[src/rtl/imem_loader_if.sv]
`default_nettype none
// +----------------------------------------------------------------------+
// | imem_loader_if : byte-stream input and instruction-memory write bus  |
// | Revision: 1.0                                                        |
// +----------------------------------------------------------------------+
interface imem_loader_if #(
  parameter int ADDR_W = 8
) ();
  logic [7:0]        rx_data;
  logic              rx_valid;
  logic              rx_ready;
  logic              im_we;
  logic [ADDR_W-1:0] im_addr;
  logic [31:0]       im_wdata;

  // host/memory side
  modport master (
    output rx_data, rx_valid,
    input  rx_ready, im_we, im_addr, im_wdata
  );

  // loader side
  modport slave (
    input  rx_data, rx_valid,
    output rx_ready, im_we, im_addr, im_wdata
  );
endinterface
`default_nettype wire

[src/rtl/imem_loader.sv]
`default_nettype none
// +----------------------------------------------------------------------+
// | imem_loader : framed byte-stream loader for instruction memory,      |
// | holds the CPU until an XOR-checked image is in place.                |
// | Revision: 1.0                                                        |
// +----------------------------------------------------------------------+
module imem_loader #(
  parameter int ADDR_W = 8
) (
  input  wire logic          clk,
  input  wire logic          rst_n,
  imem_loader_if.slave       bus,
  input  wire logic          load_req,
  output logic               cpu_hold,
  output logic               pc_clear,
  output logic               done,
  output logic               error,
  output logic [ADDR_W:0]    words_loaded
);

  typedef enum logic [2:0] {
    S_HDR0 = 3'd0,
    S_HDR1 = 3'd1,
    S_DATA = 3'd2,
    S_CSUM = 3'd3,
    S_RUN  = 3'd4,
    S_ERR  = 3'd5
  } state_t;

  localparam logic [16:0] c_cap = 17'd1 << ADDR_W;

  state_t            r_state;
  state_t            w_next;
  logic [15:0]       r_count;
  logic [7:0]        r_xor;
  logic [1:0]        r_idx;
  logic [23:0]       r_word;
  logic [ADDR_W:0]   r_words;
  logic              r_we;
  logic [ADDR_W-1:0] r_addr;
  logic [31:0]       r_wdata;
  logic              r_hold;
  logic              r_pc_clear;
  logic              r_done;
  logic              r_error;

  logic              w_accept;
  logic [15:0]       w_count;
  logic [ADDR_W:0]   w_words_inc;
  logic              w_last_word;

  assign bus.rx_ready = (r_state == S_HDR0) || (r_state == S_HDR1) ||
                        (r_state == S_DATA) || (r_state == S_CSUM);
  assign w_accept     = bus.rx_valid && bus.rx_ready;
  assign w_count      = {r_count[15:8], bus.rx_data};
  assign w_words_inc  = r_words + {{ADDR_W{1'b0}}, 1'b1};
  // word counter is zero-extended to the 16-bit frame count
  assign w_last_word  = ({{(15-ADDR_W){1'b0}}, w_words_inc} == r_count);

  always_ff @(posedge clk or negedge rst_n) begin
    if (!rst_n) r_state <= S_HDR0;
    else        r_state <= w_next;
  end

  always_comb begin
    w_next = r_state;
    case (r_state)
      S_HDR0: if (w_accept) w_next = S_HDR1;
      S_HDR1: begin
        if (w_accept) begin
          if (w_count == 16'd0)              w_next = S_CSUM;
          else if ({1'b0, w_count} > c_cap)  w_next = S_ERR;
          else                               w_next = S_DATA;
        end
      end
      S_DATA: if (w_accept && (r_idx == 2'd3) && w_last_word) w_next = S_CSUM;
      S_CSUM: if (w_accept) w_next = (bus.rx_data == r_xor) ? S_RUN : S_ERR;
      S_RUN,
      S_ERR:  if (load_req) w_next = S_HDR0;
      default: w_next = S_HDR0;
    endcase
  end

  always_ff @(posedge clk or negedge rst_n) begin
    if (!rst_n) begin
      r_count    <= 16'd0;
      r_xor      <= 8'd0;
      r_idx      <= 2'd0;
      r_word     <= 24'd0;
      r_words    <= '0;
      r_we       <= 1'b0;
      r_addr     <= '0;
      r_wdata    <= 32'd0;
      r_hold     <= 1'b1;
      r_pc_clear <= 1'b0;
      r_done     <= 1'b0;
      r_error    <= 1'b0;
    end else begin
      r_we       <= 1'b0;
      r_pc_clear <= 1'b0;
      case (r_state)
        S_HDR0: begin
          if (w_accept) begin
            r_count[15:8] <= bus.rx_data;
            r_xor         <= 8'd0;
            r_idx         <= 2'd0;
            r_words       <= '0;
            r_done        <= 1'b0;
            r_error       <= 1'b0;
          end
        end
        S_HDR1: begin
          if (w_accept) begin
            r_count[7:0] <= bus.rx_data;
            if (w_next == S_ERR) r_error <= 1'b1;
          end
        end
        S_DATA: begin
          if (w_accept) begin
            r_xor <= r_xor ^ bus.rx_data;
            r_idx <= r_idx + 2'd1;
            if (r_idx == 2'd3) begin
              r_we    <= 1'b1;
              r_addr  <= r_words[ADDR_W-1:0];
              r_wdata <= {r_word, bus.rx_data};
              r_words <= w_words_inc;
            end else begin
              r_word  <= {r_word[15:0], bus.rx_data};
            end
          end
        end
        S_CSUM: begin
          if (w_accept) begin
            if (bus.rx_data == r_xor) begin
              r_hold     <= 1'b0;
              r_pc_clear <= 1'b1;
              r_done     <= 1'b1;
            end else begin
              r_error    <= 1'b1;
            end
          end
        end
        S_RUN,
        S_ERR: begin
          if (load_req) begin
            r_hold  <= 1'b1;
            r_done  <= 1'b0;
            r_error <= 1'b0;
          end
        end
        default: ;
      endcase
    end
  end

  assign bus.im_we     = r_we;
  assign bus.im_addr   = r_addr;
  assign bus.im_wdata  = r_wdata;
  assign cpu_hold      = r_hold;
  assign pc_clear      = r_pc_clear;
  assign done          = r_done;
  assign error         = r_error;
  assign words_loaded  = r_words;

endmodule
`default_nettype wire
[src/flat_wrapper.sv]
// flat-port wrapper written by rule: the top's interface ports become plain ports
module imem_loader_flat 
#(
  parameter int ADDR_W = 8
)
  (clk, rst_n, load_req, cpu_hold, pc_clear, done, error, words_loaded, bus_rx_data, bus_rx_valid, bus_rx_ready, bus_im_we, bus_im_addr, bus_im_wdata);
  imem_loader_if #(.ADDR_W(ADDR_W)) bus_i ();
  input  wire logic clk;
  input  wire logic rst_n;
  input  wire logic load_req;
  output logic cpu_hold;
  output logic pc_clear;
  output logic done;
  output logic error;
  output logic [ADDR_W:0] words_loaded;
  input wire logic [$bits(bus_i.rx_data)-1:0] bus_rx_data;
  input wire logic [$bits(bus_i.rx_valid)-1:0] bus_rx_valid;
  output wire logic [$bits(bus_i.rx_ready)-1:0] bus_rx_ready;
  output wire logic [$bits(bus_i.im_we)-1:0] bus_im_we;
  output wire logic [$bits(bus_i.im_addr)-1:0] bus_im_addr;
  output wire logic [$bits(bus_i.im_wdata)-1:0] bus_im_wdata;
  assign bus_i.rx_data = bus_rx_data;
  assign bus_i.rx_valid = bus_rx_valid;
  assign bus_rx_ready = bus_i.rx_ready;
  assign bus_im_we = bus_i.im_we;
  assign bus_im_addr = bus_i.im_addr;
  assign bus_im_wdata = bus_i.im_wdata;
  imem_loader #(.ADDR_W(ADDR_W)) u_core (.clk(clk), .rst_n(rst_n), .bus(bus_i), .load_req(load_req), .cpu_hold(cpu_hold), .pc_clear(pc_clear), .done(done), .error(error), .words_loaded(words_loaded));
endmodule
[config.mk]
export PLATFORM = sky130hd
export DESIGN_NAME = imem_loader_flat
export DESIGN_NICKNAME = d
export VERILOG_FILES = /design/src/rtl/imem_loader_if.sv /design/src/rtl/imem_loader.sv /design/src/flat_wrapper.sv
export SDC_FILE = /design/constraint.sdc
export NUM_CORES = 1
export LEC_CHECK = 0
export ABC_AREA = 0
export BUFFER_PORTS_ARGS = -buffer_cell sky130_fd_sc_hd__buf_2
export CAP_MARGIN = 20
export CORE_MARGIN = 3
export CORE_UTILIZATION = 28
export CTS_CLUSTER_SIZE = 25
export DETAILED_ROUTE_END_ITERATION = 10
export MAX_ROUTING_LAYER = met4
export PLACE_DENSITY = 0.57
export SYNTH_ARGS = -nofsm -noshare
export SYNTH_HDL_FRONTEND = slang
export SYNTH_SLANG_ARGS = --single-unit
[constraint.sdc]
create_clock -name clk -period 1.7 [get_ports clk]
set_input_delay 0.085 -clock clk [delete_from_list [all_inputs] [get_ports clk]]
set_output_delay 0.085 -clock clk [all_outputs]
set_load 0.02 [all_outputs]
Yosys cells after proc, flatten, opt, wreduce, memory -nomap -nowiden
Cells that the tools add are included.
Cells by class
  add/subtract/negate cells: 2
  magnitude comparators: 1
  eq/ne operators: 18
  muxes and demuxes: 39
  bitwise operators: 2
  reductions and logical operators: 22
Operators by type and width (count)
  two-way mux 9 bit: 3
  two-way mux 3 bit: 7
  two-way mux 1 bit: 18
  case mux 9 bit (2 select lines): 1
  == test 9 x 16 -> 1 bit: 1
  greater-than comparator 16 x 9 -> 1 bit (second input constant): 1
  zero test 16 bit: 1
  two-way mux 8 bit: 2
  case mux 8 bit (2 select lines): 1
  case mux 3 bit (5 select lines): 1
  inequality test 2 bit (second input constant): 5
  adder 9 x 1 -> 9 bit (second input constant): 1
  == test 3 bit (second input constant): 3
  AND reduction 3 bit: 3
  == test 8 bit: 1
  inequality test 2 x 1 -> 1 bit (second input constant): 4
  AND reduction 4 bit: 2
  bitwise XOR 8 bit: 1
  AND reduction 7 bit: 1
  == test 3 x 2 -> 1 bit (second input constant): 2
  AND reduction 5 bit: 1
  two-way mux 2 bit: 2
  case mux 1 bit (4 select lines): 1
  case mux 2 bit (2 select lines): 1
  other kinds (14): 20
Storage, ports and cells
  register bits: 107
  bits of input ports: 12
  output and inout port bits: 55

Logic depth before layout (Yosys ltp)
  depth in word-level cells: 13
  gate-level depth with buffers: 8

Worst setup path before layout
OpenSTA, ideal clock, no wires.
  path kind: reg2reg
  start: register u_core.r_words[0], in the netlist u_core.words_loaded[0]
  end: register u_core.r_state[0]
  arrival: 1.716 ns
  path slack: -0.103 ns
  cell stages (with the launch flop): 8
  buffers on the path: 1
  cells stage by stage: dfrtp_1 > ha_1 > clkbuf_1 > nand3_1 > xor2_1 > xor2_1 > nand4_1 > o211ai_1
Between the ends
  longest elaborated chain between the ends: 5
Ends and longest elaborated chain
  start, declared: RTL line imem_loader.sv:38  | logic [ADDR_W:0] r_words;
  start signal, assigned: RTL line imem_loader.sv:126  | r_words <= w_words_inc;
  adder 9 x 1 -> 9 bit: RTL line imem_loader.sv:56  | assign w_words_inc = r_words + {{ADDR_W{1'b0}}, 1'b1};
  == test 9 x 16 -> 1 bit: RTL line imem_loader.sv:58  | assign w_last_word = ({{(15-ADDR_W){1'b0}}, w_words_inc} == r_count);
  logical AND 1 bit: RTL line imem_loader.sv:76  | S_DATA: if (w_accept && (r_idx == 2'd3) && w_last_word) w_next = S_CSUM;
  two-way mux 3 bit: RTL line imem_loader.sv:76
  case mux 3 bit (5 select lines): RTL line imem_loader.sv:67  | case (r_state)
  named net u_core.w_next[0]: RTL line imem_loader.sv:33  | state_t w_next;
  end signal, assigned: RTL line imem_loader.sv:62  | else r_state <= w_next;
  end, declared: RTL line imem_loader.sv:32  | state_t r_state;
The timed path passes the listed nets, and every way through them passes these cells.
A chain may end at the register's enable or synchronous reset.

Final worst setup path
  start: register u_core.r_words[1], in the netlist u_core.words_loaded[1]
  end: register u_core.r_state[0]
Same word-level chain as after synthesis.

==> results.txt <==
- Number of cells in the finished layout apart from fillers: 743
* Portion of total power attributed to sequential cells: 0.487
* Number of rows in the core area: 46
* Routability Congestion: 0.840
- Placed instance area: 0.00545 mm^2
- First DRT Iteration DRCs: 136
- For the pin with the worst max-slew slack, the measured transition is about 460 ps.
- Summing all flip-flop and latch instances after layout gives 0.00268 mm^2.
- Setup repair after global routing left no endpoint under its margin.
- In this run the count of I/O pins placed on the die edge is 67.
* Post-Syn Area: 0.00470 mm^2
- Net count after synthesis: 452
- Final Critical Period: 1620 ps
- The tightest min-delay check is of the in -> reg type.
- Total Routed Length: 11300 um
- In the final layout, the share of cells above drive strength 1 is 0.281.
- Clock slew at reported path FFs: 70 ps
- Area of the die: about 0.018 mm^2
* Number of global-route vias before repair: roughly 3500
- Proportion of netlist area held by the largest area contributor: 0.564
- Derived from the worst setup path, the maximum achievable clock frequency is 0.616 GHz.
* Number of CTS-inserted buffers: 9
- Mean routed wirelength per cell: about 15 um
- HPWL after DPL: 7950 um
- STA puts the critical path data required time at approximately 2000 ps.
* Final number of max-transition violations: 0
- The first global-routing pass estimated 18600 um of wire.
* Fraction of power consumed by the clock network: 0.321
* Vias after detailed routing: 3472
- Count of flip-flops with a built-in enable after synthesis: 0
- Across every metal layer, demand over resource in global routing totals 0.133.
- Switching pwr: 1810 uW
- Cell internal power was estimated by the tool at ~4400 uW.
- After routing the design area is between 0.005 and 0.006 mm^2.
- Worst slew margin: 0.692
- Static leakage: a little under 0.003 uW
- Htree depth: 3
- Power per cell area: 1070 mW/mm^2
* Flip-flop and latch count after synthesis: 107
- Antenna Cells: 0
- Adding up every negative setup slack in the final design gives 0 ps.
- Kind of end point of the critical path: flip-flop
- Async set or reset register ratio after synthesis: 1.00
* Post-synthesis sequential area ratio: 0.569
- Setup violations remaining at the end of the flow were counted as 0.
- Minimum hold slack: 40.8 ps
- In this run the clock root is driven by a sky130_fd_sc_hd__clkbuf_16.
- CORE AREA: 0.0162 mm^2
- For the final database, setup skew stands at 6.22 ps.
- Of the total power, combinational logic draws 0.192.
- STA classifies the critical path startpoint as a flip-flop.
- Number of clock sinks: 107
* Syn Inst Count: 438
* Share of the clock period used by the worst path: 0.956
- The total overflow left after global routing is 0.
- TritonCTS built the clock tree.
* Vertical die dimension: 136 um
* Yosys warning count: 0
- VDD IR max: 0.561 mV
* Post-synth top flop: sky130_fd_sc_hd__dfrtp_1
- Antenna violations before repair: 0
- Synthesis instantiated 49 different standard cells from the library.
- Total iterations of the first detailed-routing run: 4
- Area added between synthesis and finish: 23.6%
- Summing all multi-input logic gate instances after layout gives 0.00194 mm^2.
- Die Wd: around 140 um
- Along the worst path, the maximum fanout reaches 2.
* Instance count after placement with tap cells included: 725
* Maximum number of pins on one net before global-route repair: 62
* Setup CP Type: reg -> reg
- Endpoints failing hold: 0
- Final Util: 0.360
* Sw frac: 0.291
- Filler cell count: 1656
- The later pin in the worst-skew pair is clocked with a latency of 350 ps.
* Buffer depth of the longest clock path: 2
- NumNets Final: 536
* Input/output buffers: 66
* Starting density of the core: 0.291
* Library cell occupying the most area in the post-synthesis netlist: sky130_fd_sc_hd__dfrtp_1
- Synth area leaders: sky130_fd_sc_hd__dfrtp_1, sky130_fd_sc_hd__nand2_1, sky130_fd_sc_hd__mux2_1
- The count of nets left with antenna violations once routing finished came out at 0.
- Via count normalized by instance count: between 4 and 5
* Arrival @ worst endpoint: 1890 ps
- Each instance of the synthesized netlist takes up on average 10.7 um^2.
- Maximum Capacitance Violations: 0
- Result of the run: finished, final reports clean
- Post-route DRC: 0
## per-stage QoR
stage                     setup WS, ps  power, uW
final                             75.6       6220
after global routing              1.33       6570
after CTS                         59.7       6290
after detailed placement          1.41       4240
after global placement            22.8       4200
after floorplan                   59.8       3820
## cells in the final DEF (no fill, tap or decap), types with 3 or more instances in the layout
master,n
sky130_fd_sc_hd__inv_1,8
sky130_fd_sc_hd__a21oi_1,8
sky130_fd_sc_hd__inv_6,4
sky130_fd_sc_hd__dfrtp_1,102
sky130_fd_sc_hd__nand2b_1,11
sky130_fd_sc_hd__xnor2_1,9
sky130_fd_sc_hd__o31ai_1,3
sky130_fd_sc_hd__buf_4,21
sky130_fd_sc_hd__buf_2,65
sky130_fd_sc_hd__mux2_2,20
sky130_fd_sc_hd__nand3_1,4
sky130_fd_sc_hd__dfrtp_2,4
sky130_fd_sc_hd__clkbuf_16,9
sky130_fd_sc_hd__nor4_4,4
sky130_fd_sc_hd__a22o_1,9
sky130_fd_sc_hd__or2b_1,7
sky130_fd_sc_hd__mux2_1,20
sky130_fd_sc_hd__nand4_1,8
sky130_fd_sc_hd__nor2b_1,3
sky130_fd_sc_hd__xor2_1,4
sky130_fd_sc_hd__nor2_1,3
sky130_fd_sc_hd__buf_12,5
sky130_fd_sc_hd__nand2_1,138
sky130_fd_sc_hd__o21ai_0,18
## flip-flops by register name, indices dropped and copies added (netlist names)
register,flops
u_core.bus.im_addr,8
u_core.bus.im_wdata,32
u_core.bus.im_we,1
u_core.cpu_hold,1
u_core.done,1
u_core.error,1
u_core.pc_clear,1
u_core.r_count,16
u_core.r_idx,2
u_core.r_state,3
u_core.r_word,24
u_core.r_xor,8
u_core.words_loaded,9
## critical path: stages, from the launching register on
cell and delay (ps):
sky130_fd_sc_hd__dfrtp_1 420, sky130_fd_sc_hd__ha_4 290, sky130_fd_sc_hd__xnor2_1 110, sky130_fd_sc_hd__nand4_1 120, sky130_fd_sc_hd__nor4_1 250, sky130_fd_sc_hd__nand4_1 150, sky130_fd_sc_hd__o211ai_1 200
## path summary, 6_finish.rpt
path | from | end | slack [ps] | depth (start not counted)
max | u_core.words_loaded[1] | u_core.r_state[0] | 80 | 6
min | bus_rx_valid | u_core.r_state[1] | 40 | 3
max reg2reg | u_core.words_loaded[1] | u_core.r_state[0] | 80 | 6
min reg2reg | u_core.r_word[21] | u_core.bus.im_wdata[29] | 460 | 2
max in group asynchronous | rst_n | u_core.cpu_hold | 860 | 3
min in group asynchronous | rst_n | u_core.bus.im_wdata[17] | 140 | 2
## routing by layer
layer,up-vias,track usage,routed length [um]
met5,-,-,0
met4,0,0.0358,165
met3,19,0.0342,508
met2,84,0.213,5430
met1,1717,0.167,5210
li1,1652,-,-
## power groups by stage
stage / registers (uW) / logic (uW) / clock network [uW]
3_5_place_dp: 3060 / 1180 / 0
5_1_grt: 3070 / 1320 / 2190
6_report: 3030 / 1200 / 1990
3_3_place_gp: 3050 / 1150 / 0
4_1_cts: 3030 / 1190 / 2080
2_1_floorplan: 3020 / 802 / 0
## synth_stat cells (3+ instances only)
cell type,count
sky130_fd_sc_hd__o21ai_0,18
sky130_fd_sc_hd__mux2_1,20
sky130_fd_sc_hd__nand3_1,5
sky130_fd_sc_hd__nor2b_1,3
sky130_fd_sc_hd__clkbuf_1,4
sky130_fd_sc_hd__or2b_1,7
sky130_fd_sc_hd__inv_1,8
sky130_fd_sc_hd__a22o_1,9
sky130_fd_sc_hd__dfrtp_1,106
sky130_fd_sc_hd__mux2_2,20
sky130_fd_sc_hd__xor2_1,5
sky130_fd_sc_hd__o31ai_1,3
sky130_fd_sc_hd__xnor2_1,9
sky130_fd_sc_hd__nand2b_1,11
sky130_fd_sc_hd__buf_2,11
sky130_fd_sc_hd__nor2_1,3
sky130_fd_sc_hd__nor4_4,3
sky130_fd_sc_hd__nand4_1,8
sky130_fd_sc_hd__a21oi_1,8
sky130_fd_sc_hd__nand2_1,138
## kinds of logic (layout without fill, tap and decap cells)
| logic type | count (synthesis) | count (layout) | share of synthesized area |
|---|---|---|---|
| AOI/OAI and AO/OA | 53 | 53 | 0.0758 |
| xor gates and xnor gates | 14 | 14 | 0.0261 |
| adders and majority gates | 2 | 2 | 0.00532 |
| buffers and inverters | 29 | 118 | 0.0308 |
| DFF | 107 | 107 | 0.569 |
| muxes | 40 | 40 | 0.0957 |
| and+or+nand+nor | 193 | 193 | 0.197 |
## final cells by class
type	count	area share
clock buffer	9	0.0387
clock inverter	7	0.00968
inverter	9	0.00624
multi-input combinational	302	0.334
sequential	107	0.462
tap	216	0.0465
timing repair buffer	93	0.104
## timing repair
action                     in CTS  in global routing
hold endpoints to repair      107                  0
hold buffers                    2                  0
buffers inserted                0                  0
resized for setup               2                 13
setup endpoints to repair       2                  5
cloned                          0                  0
Note: power is estimated with default switching activity, not from simulation.
